==> src/rtl/ws2812_rx.sv <==
// WS2812 single-wire receiver: classifies high-pulse widths into bits, assembles GRB words
// and flags the latch gap. Optional majority glitch filter: WS2812_RX_GLITCH_FILTER_EN.
module ws2812_rx #(
  parameter int unsigned SysClkFreq  = 40_000_000,
  parameter int unsigned BitThreshNs = 600,
  parameter int unsigned MaxHighNs   = 2000,
  parameter int unsigned LatchNs     = 50_000
) (
  input  logic        clk_sys_i,
  input  logic        rst_sys_i,
  input  logic        din_i,
  input  logic        en_i,
  output logic [23:0] pixel_o,
  output logic        pixel_valid_o,
  input  logic        pixel_ready_i,
  output logic        frame_end_o,
  output logic [15:0] pixel_count_o,
  output logic        err_timing_o,
  output logic        err_overflow_o,
  input  logic        err_clr_i
);

  localparam int unsigned ClkMhz        = SysClkFreq / 1_000_000;
  localparam int unsigned ThreshCycles  = ClkMhz * BitThreshNs / 1000;
  localparam int unsigned MaxHighCycles = ClkMhz * MaxHighNs / 1000;
  localparam int unsigned LatchCycles   = ClkMhz * LatchNs / 1000;
  localparam int unsigned LoW           = $clog2(LatchCycles + 1);
  localparam int unsigned HiW           = $clog2(MaxHighCycles + 1);

  localparam logic [LoW-1:0] LatchMax  = LoW'(LatchCycles);
  localparam logic [LoW-1:0] LatchPre  = LoW'(LatchCycles - 1);
  localparam logic [HiW-1:0] HiMax     = HiW'(MaxHighCycles);
  // hi_cnt_q lags the pulse length: it reads len-1 on the fall and len-2 on later high samples
  localparam logic [HiW-1:0] ThreshM1  = HiW'(ThreshCycles - 1);
  localparam logic [HiW-1:0] MaxHighM2 = HiW'(MaxHighCycles - 2);

  typedef enum logic [1:0] {StSync, StIdle, StHigh} state_e;

  logic sync1_q, sync2_q, prev_q, sample;

`ifdef WS2812_RX_GLITCH_FILTER_EN
  logic hist1_q, hist2_q;

  always_ff @(posedge clk_sys_i) begin
    if (rst_sys_i) begin
      hist1_q <= 1'b0;
      hist2_q <= 1'b0;
    end else begin
      hist1_q <= sync2_q;
      hist2_q <= hist1_q;
    end
  end

  assign sample = (sync2_q & hist1_q) | (sync2_q & hist2_q) | (hist1_q & hist2_q);
`else
  assign sample = sync2_q;
`endif

  logic rise, fall;
  assign rise = sample & ~prev_q;
  assign fall = ~sample & prev_q;

  state_e          state_q, state_d;
  logic [LoW-1:0]  lo_cnt_q, lo_cnt_d, lo_inc;
  logic [HiW-1:0]  hi_cnt_q, hi_cnt_d;
  logic [4:0]      bit_cnt_q, bit_cnt_d;
  logic [22:0]     shift_q, shift_d;
  logic            seen_q, seen_d;
  logic [23:0]     pixel_q, pixel_d;
  logic            valid_q, valid_d;
  logic            fe_q, fe_d;
  logic [15:0]     cnt_q, cnt_d;
  logic            err_t_q, err_t_d, err_o_q, err_o_d;
  logic            set_timing, set_ovf, word_done, bit_val;
  logic [23:0]     word;

  assign lo_inc = (lo_cnt_q == LatchMax) ? lo_cnt_q : lo_cnt_q + 1'b1;
  assign word   = {shift_q, bit_val};

  always_comb begin
    state_d    = state_q;
    lo_cnt_d   = lo_cnt_q;
    hi_cnt_d   = hi_cnt_q;
    bit_cnt_d  = bit_cnt_q;
    shift_d    = shift_q;
    seen_d     = seen_q;
    pixel_d    = pixel_q;
    valid_d    = valid_q;
    fe_d       = 1'b0;
    cnt_d      = cnt_q;
    set_timing = 1'b0;
    set_ovf    = 1'b0;
    word_done  = 1'b0;
    bit_val    = (hi_cnt_q >= ThreshM1);

    unique case (state_q)
      StSync: begin
        lo_cnt_d = sample ? '0 : lo_inc;
        if (en_i && !sample && lo_inc == LatchMax) state_d = StIdle;
      end
      StIdle: begin
        if (rise) begin
          state_d  = StHigh;
          hi_cnt_d = '0;
        end else begin
          lo_cnt_d = lo_inc;
          if (lo_cnt_q == LatchPre) begin
            fe_d       = seen_q;
            set_timing = (bit_cnt_q != 5'd0);
            bit_cnt_d  = 5'd0;
            seen_d     = 1'b0;
          end
        end
      end
      StHigh: begin
        hi_cnt_d = (hi_cnt_q == HiMax) ? hi_cnt_q : hi_cnt_q + 1'b1;
        if (fall) begin
          shift_d  = word[22:0];
          seen_d   = 1'b1;
          state_d  = StIdle;
          lo_cnt_d = '0;
          if (bit_cnt_q == 5'd23) begin
            word_done = 1'b1;
            bit_cnt_d = 5'd0;
          end else begin
            bit_cnt_d = bit_cnt_q + 5'd1;
          end
        end else if (hi_cnt_q >= MaxHighM2) begin
          set_timing = 1'b1;
          bit_cnt_d  = 5'd0;
          state_d    = StSync;
          lo_cnt_d   = '0;
        end
      end
      default: state_d = StSync;
    endcase

    if (!en_i) begin
      state_d   = StSync;
      bit_cnt_d = 5'd0;
    end

    if (word_done) begin
      if (!valid_q || pixel_ready_i) begin
        pixel_d = word;
        valid_d = 1'b1;
      end else begin
        set_ovf = 1'b1;
      end
    end else if (valid_q && pixel_ready_i) begin
      valid_d = 1'b0;
    end

    // Count clears the cycle after the frame_end pulse
    if (fe_q) begin
      cnt_d = 16'd0;
    end else if (word_done && cnt_q != 16'hFFFF) begin
      cnt_d = cnt_q + 16'd1;
    end

    err_t_d = set_timing | (err_t_q & ~err_clr_i);
    err_o_d = set_ovf | (err_o_q & ~err_clr_i);
  end

  always_ff @(posedge clk_sys_i) begin
    if (rst_sys_i) begin
      sync1_q   <= 1'b0;
      sync2_q   <= 1'b0;
      prev_q    <= 1'b0;
      state_q   <= StSync;
      lo_cnt_q  <= '0;
      hi_cnt_q  <= '0;
      bit_cnt_q <= 5'd0;
      shift_q   <= '0;
      seen_q    <= 1'b0;
      pixel_q   <= 24'd0;
      valid_q   <= 1'b0;
      fe_q      <= 1'b0;
      cnt_q     <= 16'd0;
      err_t_q   <= 1'b0;
      err_o_q   <= 1'b0;
    end else begin
      sync1_q   <= din_i;
      sync2_q   <= sync1_q;
      prev_q    <= sample;
      state_q   <= state_d;
      lo_cnt_q  <= lo_cnt_d;
      hi_cnt_q  <= hi_cnt_d;
      bit_cnt_q <= bit_cnt_d;
      shift_q   <= shift_d;
      seen_q    <= seen_d;
      pixel_q   <= pixel_d;
      valid_q   <= valid_d;
      fe_q      <= fe_d;
      cnt_q     <= cnt_d;
      err_t_q   <= err_t_d;
      err_o_q   <= err_o_d;
    end
  end

  assign pixel_o        = pixel_q;
  assign pixel_valid_o  = valid_q;
  assign frame_end_o    = fe_q;
  assign pixel_count_o  = cnt_q;
  assign err_timing_o   = err_t_q;
  assign err_overflow_o = err_o_q;

endmodule

==> config.mk <==
export PLATFORM = sky130hd
export DESIGN_NAME = ws2812_rx
export DESIGN_NICKNAME = d
export VERILOG_FILES = /design/src/rtl/ws2812_rx.sv
export SDC_FILE = /design/constraint.sdc
export NUM_CORES = 1
export LEC_CHECK = 0
export CAP_MARGIN = 10
export CORE_MARGIN = 10
export CORE_UTILIZATION = 40
export CTS_BUF_LIST = sky130_fd_sc_hd__clkbuf_16
export CTS_CLUSTER_DIAMETER = 100
export DETAILED_ROUTE_END_ITERATION = 7
export PLACE_DENSITY = 0.67
export RECOVER_POWER = 100
export SETUP_SLACK_MARGIN = 0.15
export SYNTH_ARGS = -nofsm -noshare
export SYNTH_HDL_FRONTEND = slang
export SYNTH_SLANG_ARGS = --single-unit
==> constraint.sdc <==
create_clock -name clk_sys_i -period 3.2 [get_ports clk_sys_i]
set_input_delay 0.64 -clock clk_sys_i [delete_from_list [all_inputs] [get_ports clk_sys_i]]
set_output_delay 0.64 -clock clk_sys_i [all_outputs]
set_load 0.1 [all_outputs]
==> results of run 1 <==
stage by stage:
stage          std cells  utilization
2_1_floorplan        549            -
3_3_place_gp         713        0.452
3_5_place_dp         713        0.452
4_1_cts              729        0.479
5_1_grt              729        0.462
6_report             729        0.462
area by class of cell:
type	instances	area, sq um	area share
repair buffers	53	236	0.0473
clock buffers	9	225	0.0450
inverters	18	67.6	0.0135
well taps	140	175	0.0350
multi-input cells	406	2310	0.462
clock inverters	7	67.6	0.0135
flip-flops and latches	96	1920	0.384
routing by layer:
metal / vias up / track usage
li1: 1949 / -
met1: 1780 / 0.148
met2: 75 / 0.209
met3: 12 / 0.0397
met4: 0 / 0.0610
met5: - / 0
power breakdown:
part / leakage, nW / internal, mW / switching [mW] / total, mW
Clock: 0.148 / 0.552 / 0.509 / 1.06
Combinational: 0.755 / 0.0589 / 0.0783 / 0.137
Sequential: 0.774 / 1.22 / 0.0482 / 1.26
Total: 1.68 / 1.83 / 0.635 / 2.46
state kept, by name (all words and copies together) (netlist names), 2 cells and up:
name           count
pixel_o           24
hi_cnt_q           7
pixel_count_o     16
state_q            2
lo_cnt_q          11
shift_q           23
bit_cnt_q          5
cells by family (layout without fill, tap and decap cells):
group,after synthesis,after routing
and+or+nand+nor,251,251
DFF,96,96
buffers and inverters,47,87
AOI/OAI and AO/OA,116,116
adders and majority gates,13,13
xor gates and xnor gates,20,20
muxes,6,6
cells in the final DEF, fill, tap and decap left out, types with 5 or more instances in the layout:
master	count
xnor2_1	7
clkbuf_1	45
nand2_1	125
dfxtp_1	96
ha_1	13
xor2_1	13
and4_1	5
clkbuf_16	9
o21ai_0	14
a31oi_1	8
nand2b_1	5
nand4_1	8
a21oi_1	62
nor2_1	47
nor3_1	8
nor2b_1	8
inv_1	18
nand3_1	12
worst max-delay path by stage:
stage / start / to / slack (ns) / cells after the start
global placement: state_q[1]$_SDFFE_PP0P_ / state_q[1]$_SDFFE_PP0P_ / 0.78 / 8
floorplan: pixel_count_o[3]$_SDFFE_PP0P_ / pixel_count_o[11]$_SDFFE_PP0P_ / 0.66 / 6
finish: rst_sys_i / state_q[1]$_SDFFE_PP0P_ / 0.55 / 6
detailed placement: state_q[1]$_SDFFE_PP0P_ / state_q[1]$_SDFFE_PP0P_ / 0.66 / 8
CTS: state_q[1]$_SDFFE_PP0P_ / state_q[1]$_SDFFE_PP0P_ / 0.63 / 8
global route: rst_sys_i / state_q[1]$_SDFFE_PP0P_ / 0.31 / 6
==> results.py, run 1 <==
metrics = {
    "grt": {
        "overflow": 0,
        "antenna_found_initial": 0,
        "grt_max_degree": 35,
        "grt_first_pass_wirelength_um": 17000,
        "grt_pass1_vias": 3603,
        "grt_usage": 0.127,
    },
    "sta": {
        "fmax_ghz": 0.378,
        "hold_violations": 0,
        "rsz0062_at_grt": "false",
        "fin_tns_setup_ns": 0,
        "setup_viol": 0,
        "drv_slew": 35,
        "min_period_over_period": 0.827,
        "fin_ws_ns": 0.553,
        "finalClockSkew_ns": 0.00770,
        "whs_ns": 0.444,
        "fin_crit_ns": 2.65,
        "maxSlewHeadroom": -0.00801,
        "worst_pin_slew_ns": 1.51,
    },
    "clocking": {
        "htreeDepth": 3,
        "root_buffer": "clkbuf_16",
        "cts_resized": 0,
        "cts_buffers": 9,
        "cts_hold_buf": 0,
        "cts_tree": "yes",
        "path_clk_slew_ns": 0.07,
        "clk_latency_ns": 0.35,
        "clock-sinks": 96,
        "clock_path_buffers": 2,
        "post_cts_buffers": 0,
    },
    "yosys": {
        "synthArstFlopShare": 0,
        "yosys.area_share.adder": 0.0366,
        "synth_edf_count": 0,
        "synth_common_cells": "125 x nand2_1, 96 x dfxtp_1, 62 x a21oi_1",
        "synth-simple-area-share": 0.271,
        "syn-num-nets": 568,
        "synth_top_family_by_area": "simple AND/OR/NAND/NOR gates",
        "synth-seq-area-share": 0.433,
        "synth_compound_area_frac": 0.163,
        "synthMuxAreaShare": 0.0141,
        "synth_xor_area_frac": 0.0395,
        "synth.distinct_cells": 62,
        "yosysWarnings": 0,
        "syn_area_sq_um": 4440,
        "yosys-top-cells-area": "dfxtp_1 43%, nand2_1 11%, a21oi_1 7.0%, nor2_1 4.0%, ha_1 3.7%",
        "netlist_instances": 549,
        "synth_top_area_share": 0.433,
        "synth_most_common_cell": "nand2_1",
        "synth_seq_cells": 96,
        "syn_area_per_cell_sq_um": 8.09,
        "synth_top_area_cell": "dfxtp_1",
        "synth_top_flop_cell": "dfxtp_1",
    },
    "worst_hold_path": {
        "hp-start": "sync1_q$_SDFF_PP0_",
        "min_path_type": "flip-flop to flip-flop",
        "holdPathStages": 1,
        "hold_end": "sample$_SDFF_PP0_",
    },
    "layout": {
        "nets": 603,
        "fill_cells": 1108,
        "final_area_sq_um": 5000,
        "n_antenna_cell": 0,
        "drive_gt1_frac": 0.0560,
        "syn_to_final_growth_pct": 12.7,
    },
    "drt": {
        "wl_per_cell_um": 13.8,
        "dr.max_layer_used": "met4",
        "totalWireLength_um": 10100,
        "drtAntennaViolNets": 0,
        "dr.pass1.iters": 4,
        "drcViolationCount": 0,
        "wl_met1_um": 4640,
        "met2WireLength_um": 4830,
        "drt_iter0_drc": 232,
        "routed-wl-met3_um": 430,
        "dr_total_vias": 3816,
        "vias_per_cell": 5.23,
    },
    "power_and_ir_drop": {
        "ir_worst_vdd_mv": 0.283,
        "p_leak_nw": 1.68,
        "power_density_nw_per_um2": 492,
        "power_mw": 2.46,
    },
    "placed_design": {
        "dpl.hpwl_um": 7260,
        "postPlaceCellArea_sq_um": 4900,
        "gp_congestion": 0.858,
        "io_buffers": 49,
        "pre_cts_slack_ns": 0.655,
    },
    "critical_path": {
        "crit_type": "input port to flip-flop",
        "slowest_delay_ns": 1.16,
        "rr_worst_depth": 6,
        "start_kind": "input port",
        "cp-end-kind": "flip-flop",
        "timing.rr.start": "lo_cnt_q[0]$_SDFFE_PP0P_",
        "crit_buf_inv": 2,
        "cp.required_ns": 3.43,
        "slowest_stage": "clkbuf_1",
        "path_max_fanout": 34,
        "rr_endpoint": "bit_cnt_q[4]$_SDFFE_PP0P_",
        "arrival_ns": 2.87,
        "cp_top_family": "buffers and inverters",
        "reg2reg_slack_ns": 0.57,
        "critical_path.cell_chain": "buf_2 -> clkbuf_1 -> nor2b_1 -> and3_1 -> o21ai_0 -> o211ai_1",
    },
    "status": {
        "run_status": "finished, violations left",
        "violations": "max-capacitance violations, max-slew violations",
    },
    "die": {
        "rows": 38,
        "ios": 50,
        "core_area_sq_um": 10800,
        "die_h_um": 125,
        "initial_core_util": 0.410,
        "dieArea_sq_um": 15700,
        "fp.dieW_um": 125,
    },
    "job": {
        "maxCapViolCount": 1,
    },
}
Note: power is estimated with default switching activity, not from simulation.
==> run 2, diff against run 1 <==
- clock period: 3.2 -> 2.5 ns (I/O delays scaled with it)
==> results.py, run 2 (synthesis results as in run 1) <==
metrics = {
    "status": {
        "run_status": "complete, no violations",
    },
    "layout": {
        "nets": 611,
        "syn_to_final_growth_pct": 15.7,
        "drive_gt1_frac": 0.0854,
        "multi_input_area_sq_um": 2360,
        "fin_cells": 737,
        "final_core_util": 0.474,
        "fill_cells": 1126,
        "largest_reg_flops": 24,
        "final_common_cell": "nand2_1",
        "final_cell_mix": "125 x nand2_1, 88 x dfxtp_1, 62 x a21oi_1",
        "n_antenna_cell": 0,
        "final-seq-area_sq_um": 1930,
    },
    "drt": {
        "vias_per_cell": 5.17,
        "wl_per_cell_um": 14.1,
        "drcViolationCount": 0,
        "drtAntennaViolNets": 0,
        "dr_total_vias": 3809,
        "dr.pass1.iters": 5,
        "totalWireLength_um": 10400,
        "drt_iter0_drc": 240,
    },
    "grt": {
        "overflow": 0,
        "grt_first_pass_wirelength_um": 17700,
        "grt_usage": 0.132,
        "antenna_found_initial": 0,
        "grt_max_degree": 33,
        "grt_pass1_vias": 3664,
    },
    "critical_path": {
        "arrival_ns": 2.50,
        "cp.required_ns": 2.72,
        "reg2reg_slack_ns": 0.22,
        "timing.rr.start": "state_q[1]$_SDFFE_PP0P_",
        "path_max_fanout": 5,
        "start_kind": "flip-flop",
        "cp-end-kind": "flip-flop",
        "rr_endpoint": "state_q[1]$_SDFFE_PP0P_",
        "rr_worst_depth": 8,
        "crit_type": "flip-flop to flip-flop",
    },
    "sta": {
        "finalClockSkew_ns": 0.00871,
        "fin_crit_ns": 2.28,
        "drv_slew": 0,
        "fin_tns_setup_ns": 0,
        "worst_pin_slew_ns": 1.43,
        "fmax_ghz": 0.438,
        "hold_violations": 0,
        "rsz0062_at_grt": "true",
        "min_period_over_period": 0.913,
        "setup_viol": 0,
        "maxSlewHeadroom": 0.0466,
        "fin_ws_ns": 0.219,
    },
    "clocking": {
        "cts_tree": "yes",
        "clk_latency_ns": 0.35,
        "cts_buffers": 9,
        "root_buffer": "clkbuf_16",
        "clock-sinks": 96,
        "cts_hold_buf": 0,
        "path_clk_slew_ns": 0.07,
        "htreeDepth": 3,
        "clock_path_buffers": 2,
    },
    "die": {
        "rows": 38,
        "die_h_um": 125,
        "core_area_sq_um": 10800,
        "dieArea_sq_um": 15700,
        "ios": 50,
        "initial_core_util": 0.410,
        "fp.dieW_um": 125,
    },
    "power_and_ir_drop": {
        "p_leak_nw": 1.73,
        "p_int_mw": 2.43,
        "swShare": 0.246,
        "pwr-share-seq": 0.505,
        "p_comb_frac": 0.059,
        "clkPwrFrac": 0.436,
        "netSwitchingPower_mw": 0.794,
        "ir_worst_vdd_mv": 0.336,
        "power_density_nw_per_um2": 627,
    },
    "worst_hold_path": {
        "holdPathStages": 1,
        "min_path_type": "flip-flop to flip-flop",
        "hp-start": "sync1_q$_SDFF_PP0_",
        "hold_end": "sample$_SDFF_PP0_",
    },
    "placed_design": {
        "dpl.hpwl_um": 7430,
        "io_buffers": 49,
        "pre_cts_slack_ns": 0.189,
        "dp.cells": 719,
        "gp_congestion": 0.836,
    },
    "job": {
        "maxCapViolCount": 0,
    },
}
-- run 2: changes by cell type in the layout (fill, tap and decap cells not counted), moves of 3 or more --
cell	delta
dfxtp_1	-8
clkbuf_2	+5
inv_8	-3
buf_4	+3
dfxtp_2	+8
-- run 2: final cells by class --
| cell class | instances | share of cell area |
|---|---|---|
| Multi-Input combinational cell | 406 | 0.459 |
| Sequential cell | 96 | 0.376 |
| Timing Repair Buffer | 61 | 0.0582 |
| Clock buffer | 9 | 0.0438 |
| Tap cell | 140 | 0.0341 |
| Clock inverter | 7 | 0.0153 |
| Inverter | 18 | 0.0132 |
-- run 2: worst max-delay path by stage --
stage,from,slack (ns),to,depth (start not counted)
after floorplan,pixel_count_o[0]$_SDFFE_PP0P_,0.17,pixel_count_o[5]$_SDFFE_PP0P_,7
after global placement,state_q[1]$_SDFFE_PP0P_,0.28,state_q[1]$_SDFFE_PP0P_,8
after detailed placement,state_q[1]$_SDFFE_PP0P_,0.19,state_q[1]$_SDFFE_PP0P_,8
after CTS,state_q[1]$_SDFFE_PP0P_,0.18,state_q[1]$_SDFFE_PP0P_,8
after global routing,state_q[0]$_SDFFE_PP0P_,0.05,pixel_count_o[12]$_SDFFE_PP0P_,8
final,state_q[1]$_SDFFE_PP0P_,0.22,state_q[1]$_SDFFE_PP0P_,8
-- run 2: what timing repair did --
action / in CTS / in global routing
resized for setup: 0 / 9
setup endpoints to repair: 0 / 7
buffers inserted: 0 / 2
endpoints found under the hold margin: 0 / 0
-- run 2: worst max-delay path: stages (launching register included) --
cell and delay, ns:
dfxtp_2 0.37, inv_1 0.07, ha_1 0.18, or3b_2 0.46, a22oi_1 0.19, nor2_1 0.10, or4_1 0.56, o21ai_1 0.14
o211ai_1 0.09
-- run 2: power groups by stage --
stage | clock network [mW] | logic, mW | registers (mW)
6_report | 1.41 | 0.189 | 1.63
5_1_grt | 1.51 | 0.213 | 1.64
3_5_place_dp | 0 | 0.183 | 1.65
3_3_place_gp | 0 | 0.176 | 1.65
4_1_cts | 1.44 | 0.183 | 1.62
2_1_floorplan | 0 | 0.167 | 1.62
-- run 2: routing by layer --
metal | share of wire | vias to the layer above | global-route usage
li1 | - | 1956 | -
met1 | 0.48 | 1765 | 0.160
met2 | 0.47 | 78 | 0.219
met3 | 0.034 | 10 | 0.0300
met4 | 0.016 | 0 | 0.0562
met5 | 0 | - | 0
-- run 2: through the flow --
step	hold slack [ns]	instance area, sq um	total power [mW]
after global routing	0.471	5140	3.36
final	0.449	5140	3.22
after CTS	0.455	5270	3.24
after global placement	0.439	4960	1.82
after detailed placement	0.438	4960	1.83
after floorplan	0.414	4450	1.78
==> run 3, diff against run 2 <==
- CTS_CLUSTER_DIAMETER: 100 -> not set
==> results of run 3 <==
The final DEF is identical to that of run 2; final timing and power are the same.
